$ cat src/rtl/cipher_job_arbiter.sv
// Round-robin arbiter sharing one 36-bit block-cipher core between two requesters.
// Drives the core, waits for completion or a watchdog timeout, then holds an enable-low gap.
module cipher_job_arbiter #(
  parameter int GAP_CYCLES = 4,
  parameter int TIMEOUT    = 127
) (
  input  logic         clk,
  input  logic         rst_n,
  input  logic         req0_valid,
  output logic         req0_ready,
  input  logic [35:0]  req0_block,
  input  logic [143:0] req0_key,
  input  logic         req1_valid,
  output logic         req1_ready,
  input  logic [35:0]  req1_block,
  input  logic [143:0] req1_key,
  output logic         resp_valid,
  input  logic         resp_ready,
  output logic [35:0]  resp_data,
  output logic         resp_id,
  output logic         resp_err,
  output logic         busy,
  output logic [35:0]  core_s_i,
  output logic [143:0] core_keyin,
  output logic         core_encrypt_en,
  input  logic [35:0]  core_s_j,
  input  logic         core_encr_done
);

  typedef enum logic [2:0] {
    S_IDLE,
    S_LOAD,
    S_RUN,
    S_RESP,
    S_GAP
  } state_t;

  // The watchdog counts completed RUN cycles, so it fires in RUN cycle TIMEOUT+1.
  localparam logic [7:0] WD_LAST  = 8'(TIMEOUT);
  localparam logic [3:0] GAP_INIT = 4'(GAP_CYCLES);

  state_t         state_q, state_d;
  logic           last_q, last_d;
  logic [7:0]     wd_q, wd_d;
  logic [3:0]     gap_q, gap_d;
  logic [35:0]    s_i_q, s_i_d;
  logic [143:0]   key_q, key_d;
  logic [35:0]    data_q, data_d;
  logic           id_q, id_d;
  logic           err_q, err_d;
  logic           grant;

  // last_q records the requester served most recently; on a tie the other one wins.
  assign grant      = req1_valid & (~req0_valid | ~last_q);
  assign req0_ready = (state_q == S_IDLE) & req0_valid & ~grant;
  assign req1_ready = (state_q == S_IDLE) & req1_valid & grant;

  assign core_encrypt_en = (state_q == S_RUN);
  assign resp_valid      = (state_q == S_RESP);
  assign busy            = (state_q != S_IDLE);
  assign core_s_i        = s_i_q;
  assign core_keyin      = key_q;
  assign resp_data       = data_q;
  assign resp_id         = id_q;
  assign resp_err        = err_q;

  always_comb begin
    state_d = state_q;
    last_d  = last_q;
    wd_d    = wd_q;
    gap_d   = gap_q;
    s_i_d   = s_i_q;
    key_d   = key_q;
    data_d  = data_q;
    id_d    = id_q;
    err_d   = err_q;
    case (state_q)
      S_IDLE: begin
        if (req0_ready || req1_ready) begin
          s_i_d   = grant ? req1_block : req0_block;
          key_d   = grant ? req1_key : req0_key;
          id_d    = grant;
          last_d  = grant;
          state_d = S_LOAD;
        end
      end
      S_LOAD: begin
        wd_d    = 8'd0;
        state_d = S_RUN;
      end
      S_RUN: begin
        // Completion takes priority over a coincident timeout.
        if (core_encr_done) begin
          data_d  = core_s_j;
          err_d   = 1'b0;
          state_d = S_RESP;
        end else if (wd_q == WD_LAST) begin
          data_d  = 36'd0;
          err_d   = 1'b1;
          state_d = S_RESP;
        end else begin
          wd_d = wd_q + 8'd1;
        end
      end
      S_RESP: begin
        if (resp_ready) begin
          if (GAP_CYCLES == 0) begin
            state_d = S_IDLE;
          end else begin
            gap_d   = GAP_INIT;
            state_d = S_GAP;
          end
        end
      end
      S_GAP: begin
        if (gap_q == 4'd0) state_d = S_IDLE;
        else gap_d = gap_q - 4'd1;
      end
      default: state_d = S_IDLE;
    endcase
  end

  always_ff @(posedge clk or negedge rst_n) begin
    if (!rst_n) begin
      state_q <= S_IDLE;
      last_q  <= 1'b1;
      wd_q    <= 8'd0;
      gap_q   <= 4'd0;
      s_i_q   <= 36'd0;
      key_q   <= 144'd0;
      data_q  <= 36'd0;
      id_q    <= 1'b0;
      err_q   <= 1'b0;
    end else begin
      state_q <= state_d;
      last_q  <= last_d;
      wd_q    <= wd_d;
      gap_q   <= gap_d;
      s_i_q   <= s_i_d;
      key_q   <= key_d;
      data_q  <= data_d;
      id_q    <= id_d;
      err_q   <= err_d;
    end
  end

endmodule

$ cat config.mk
export PLATFORM = sky130hd
export DESIGN_NAME = cipher_job_arbiter
export DESIGN_NICKNAME = d
export VERILOG_FILES = /design/src/rtl/cipher_job_arbiter.sv
export SDC_FILE = /design/constraint.sdc
export NUM_CORES = 1
export LEC_CHECK = 0
export ABC_CLOCK_PERIOD_IN_PS = 1950
export CAP_MARGIN = 20
export CORE_AREA = 2 2 243 245
export CTS_BUF_LIST = sky130_fd_sc_hd__clkbuf_2
export DETAILED_ROUTE_END_ITERATION = 12
export DIE_AREA = 0 0 245 247
export SETUP_SLACK_MARGIN = 0.1
export SYNTH_ARGS = -nofsm -noshare
export SYNTH_HDL_FRONTEND = slang
export SYNTH_SLANG_ARGS = --single-unit
$ cat constraint.sdc
create_clock -name clk -period 1.95 [get_ports clk]
set_input_delay 0.195 -clock clk [delete_from_list [all_inputs] [get_ports clk]]
set_output_delay 0.195 -clock clk [all_outputs]
set_load 0.1 [all_outputs]
---- Word level (Yosys, flattened, before mapping) ----
Index checks and enable logic that the tools add are counted.
storage, ports and cells
  flip-flop bits (word level) ............. 234
  input bits .............................. 402
  output and inout bits ................... 223
  word-level logic and storage cells ...... 62
operators by class
  $add $sub $neg .......................... 2
  eq/ne operators ......................... 12
  multiplexer cells ....................... 18
  bitwise operators ....................... 9
  reductions and logical operators ........ 12
operators with widths
  kind                                                   count
  two-way mux 144 bit                                    1
  two-way mux 36 bit                                     3
  two-way mux 8 bit                                      2
  case mux 8 bit (2 select lines)                        1
  two-way mux 3 bit                                      5
  case mux 3 bit (5 select lines)                        1
  adder 8 x 1 -> 8 bit, second input constant            1
  equality test 8 x 7 -> 1 bit, second input constant    1
  two-way mux 4 bit                                      2
  inequality test 2 bit, second input constant           4
  case mux 4 bit (2 select lines)                        1
  equality test 3 x 2 -> 1 bit, second input constant    2
  AND reduction 3 bit                                    2
  nonzero test 2 bit                                     3
  bitwise AND 1 bit                                      5
  logical NOT 4 bit                                      1
  inequality test 2 x 1 -> 1 bit, second input constant  2
  AND reduction 2 bit                                    2
  AND reduction 4 bit                                    1
  subtractor 4 x 1 -> 4 bit, second input constant       1
  equality test 3 x 1 -> 1 bit, second input constant    1
  equality test 3 bit, second input constant             1
  logical NOT 3 bit                                      1
  inequality test 3 x 1 -> 1 bit, second input constant  1
  5 further kinds                                        8

---- Longest topological paths before layout ----
Gate-level depths: netlist (run 1).
  word-level depth ........................ 8
  depth in mapped cells ................... 8
  depth with buffers taken out ............ 6

---- Worst setup path after synthesis (run 1) ----
Ideal clock, no wire load.
  kind .................................... flip-flop to output port
  from .................................... register last_q
  to ...................................... output req0_ready
  arrival ................................. 2.254 ns
  data required time ...................... 1.755 ns
  setup slack ............................. -0.499 ns
  cell stages (with the launch flop) ...... 5
  path buffers ............................ 2
  path through ............................ dfstp_2 a21boi_1 clkbuf_1 buf_2 nor2_1
on the way
  longest elaborated chain between the ends .. 5
ends and longest elaborated chain
  element                   line  text
  start: declaration        43    logic last_q, last_d;
  start signal: assignment  136   last_q <= last_d;
  NOT 1 bit                 54    assign grant = req1_valid & (~req0_valid | ~last_q);
  OR 1 bit                  54
  bitwise AND 1 bit         54
  NOT 1 bit                 55    assign req0_ready = (state_q == S_IDLE) & req0_valid & ~grant;
  bitwise AND 1 bit         55
  end: declaration          10    output logic req0_ready,
No other way between the ends.

---- Final worst setup path (run 1) ----
  from .................................... register state_q[0]
  to ...................................... output core_encrypt_en
on the way
  longest elaborated chain between the ends .. 1
ends and longest elaborated chain
  element                       line  text
  start: declaration            42    state_t state_q, state_d;
  start signal: assignment      135   state_q <= state_d;
  equality test 3 x 2 -> 1 bit  58    assign core_encrypt_en = (state_q == S_RUN);
  end: declaration              25    output logic core_encrypt_en,
No other way between the ends.

==> impl_metrics.yaml, run 1 <==
run_status:
  outcome: "finished, violations left"
  violations: "negative setup slack"
place:
  hpwl_mm: 30.8
  numPlacedInstances: 2367
  place.gp.congestion: 0.846
  io_buffers: 624
critical_path:
  worstSetupPathType: "reg -> out"
  end_kind: "output pin"
  r2r-end: "core_keyin[93]$_DFFE_PN0P_"
  start_kind: "flop"
  startpoint: "state_q[0]$_DFFE_PN0P_"
  crit_required_ns: 1.75
  reg2reg_from: "state_q[2]$_DFFE_PN0P_"
  arrival_ns: 2.13
  rrSetupSlack_ns: -0.09
  crit_fanout: 3
  reg2reg_depth: 10
clock_tree:
  clk-insertion-delay-late_ns: 0.96
  clk_pin_slew_ns: 0.13
  cts_sinks: 234
  clock_tree.root_cell: "clkbuf_2"
  cts_htree_levels: 3
  cts.path.max_buffers: 3
  cts_buffers: 69
  cts_tree: "built"
pwr:
  p_leak_nw: 11.6
  pwr-share-seq_pct: 19.2
  ir_worst_vdd_uv: 1390
  power_frac_comb_pct: 72.6
  power_switching_mw: 28.3
  p_int_mw: 23.8
  swShare_pct: 54.3
  p_clk_share_pct: 8.2
  p_per_area_nw_per_um2: 1950
timing:
  tightest_slew_ns: 0.439
  skew_ns: 0.0715
  tns_ns: -2.26
  setup_viol: 41
  rsz0062_at_grt: "true"
  layout_setup_ws_ns: -0.372
  fin_crit_sh_pct: 119
  min_period_ns: 2.32
  finalHoldViolCount: 0
  report.final.slew_viol_count: 0
  slew_headroom_pct: 70.7
  fmax_mhz: 431
  holdWs_ns: 0.303
synthesis:
  yosys-top-cells-count: "dfrtp_1 (233), nor2_1 (186), a21oi_1 (184)"
  yosys.area.top_type_share_pct: 55.6
  synth_edf_count: 0
  synth_area_leaders: "dfrtp_1 (56%), mux2i_1 (17%), a21oi_1 (8.8%)"
  syn_area_sq_um: 10500
  yosysWarnings: 0
  synth_flop_cell: "dfrtp_1"
  syn_nets: 1378
  ys_ff_latch: 234
  syn_area_per_cell_sq_um: 10.8
  synthMostInstantiatedCell: "dfrtp_1"
  yosysTopAreaCell: "dfrtp_1"
  seq_area_frac_synth_pct: 55.8
  syn_inst: 974
  synth.distinct_cells: 43
  async_reset_ff_share_pct: 100
global_routing:
  grt_max_degree: 61
  gr-usage-all-layers_pct: 16.9
  grt-ovfl-total: 0
  grt_pass1_wl_mm: 79.0
  first_global_vias: 13900
  antenna_found_initial: 2
drt:
  postRouteAntennaNets: 0
  wl_per_cell_um: 18.7
  post_drt_via_cell_ratio: 4.27
  drt-pass1-iter-count: 5
  wl_mm: 56.4
  drcViolationCount: 0
  vias: 12900
  drt_iter0_drc: 402
final_layout:
  multi_input_area_sq_um: 4380
  areaGrowthSynthToFinish_pct: 155
  fin_util_pct: 45.9
  nets: 2589
  fin_cells: 3010
  drive_above_1_share_pct: 25.4
  regArea_sq_um: 5870
  n_fill_cell: 4889
die:
  io_pins: 625
  num_rows: 89
  coreArea_sq_um: 58200
  die_h_um: 247
  fp.dieW_um: 245
  start_util_pct: 18.0
  die-area_sq_um: 60500
worst_hold_path:
  hold_class: "in -> async"
flow_run:
  max_cap_violations: 0
[worst max-delay path by stage]
stage | end | slack (ns) | cells past startpoint
global route | core_encrypt_en | -0.62 | 3
detailed placement | core_keyin[118]$_DFFE_PN0P_ | 0.03 | 6
CTS | core_encrypt_en | -0.55 | 3
floorplan | resp_data[16]$_DFFE_PN0P_ | -0.05 | 6
finish | core_encrypt_en | -0.37 | 3
global placement | core_keyin[118]$_DFFE_PN0P_ | 0.08 | 6
[layout make-up]
| cell class | count | share of cell area [%] |
|---|---|---|
| Clock inverter | 29 | 0.927 |
| Clock buffer | 89 | 1.67 |
| Antenna cell | 5 | 0.0468 |
| Timing Repair Buffer | 1212 | 55.2 |
| Inverter | 11 | 0.178 |
| Multi-Input combinational cell | 657 | 16.4 |
| Tap cell | 773 | 3.62 |
| Sequential cell | 234 | 22.0 |
[metal layers]
| metal | part of all wire, % | vias up | track usage [%] |
|---|---|---|---|
| met1 | 38 | 6175 | 18.0 |
| met5 | 0 | - | 0 |
| met2 | 51 | 652 | 30.0 |
| met4 | 4.2 | 0 | 8.43 |
| li1 | - | 5897 | - |
| met3 | 7.5 | 132 | 5.24 |
[metrics by stage]
| step | setup slack [ns] | instance area [sq um] | power, mW |
|---|---|---|---|
| after floorplan | -0.0521 | 10500 | 29.3 |
| after global placement | 0.0783 | 17600 | 36.3 |
| after detailed placement | 0.0306 | 17600 | 36.6 |
| final | -0.372 | 26700 | 52.1 |
| after global routing | -0.620 | 26700 | 54.0 |
| after CTS | -0.552 | 25700 | 49.5 |
[flip-flops by register name, summed over array words and instances (netlist names)]
register and cells:
core_keyin 144, core_s_i 36, gap_q 4, last_q 1
resp_data 36, resp_err 1, resp_id 1, state_q 3
wd_q 8
[cell families after synthesis]
logic type      after synthesis  share of synthesized area [%]
compound gates              246                           13.6
flops                       234                           55.8
simple gates                224                           8.74
mux                         184                           17.6
buf+inv                      83                           3.95
fa+ha+maj                     2                          0.239
xor+xnor                      1                         0.0835
[placed cells by master (no fill, tap or decap), types with 38 or more instances in the layout]
cell | synthesis | final
a21oi_1 | 184 | 175
a22o_1 | 38 | 38
buf_12 | 0 | 242
buf_4 | 7 | 120
clkbuf_2 | 0 | 89
clkdlybuf4s50_1 | 0 | 400
dfrtp_1 | 233 | 220
dlygate4sd3_1 | 0 | 403
mux2i_1 | 183 | 183
nor2_1 | 186 | 176
[what timing repair did]
| action | 4_1_cts | 5_1_grt |
|---|---|---|
| hold buffers | 404 | 0 |
| endpoints found under the setup margin | 267 | 406 |
| hold endpoints to repair | 461 | 0 |
| pin swaps | 9 | 6 |
| resized for setup | 705 | 52 |
| cloned | 5 | 14 |
| buffers inserted | 38 | 62 |
[power by group through the flow]
stage / Combinational [mW] / Sequential, mW / Clock, mW
floorplan: 5.16 / 24.1 / 0
global placement: 27.6 / 8.70 / 0
detailed placement: 27.8 / 8.75 / 0
CTS: 35.2 / 9.89 / 4.44
global route: 39.0 / 10.2 / 4.76
finish: 37.8 / 10.0 / 4.27
[worst max-delay path, stage by stage, from the launching register on]
cell	delay, ns
dfrtp_2	0.44
or3b_4	0.43
clkinvlp_4	0.11
buf_12	0.18
(Power assumes the default switching activity.)
==> inputs of run 2 (changes only) <==
Settings changed: SLEW_MARGIN set to 20.
==> results of run 2 <==
The final DEF is identical to that of run 1; final timing and power are the same.
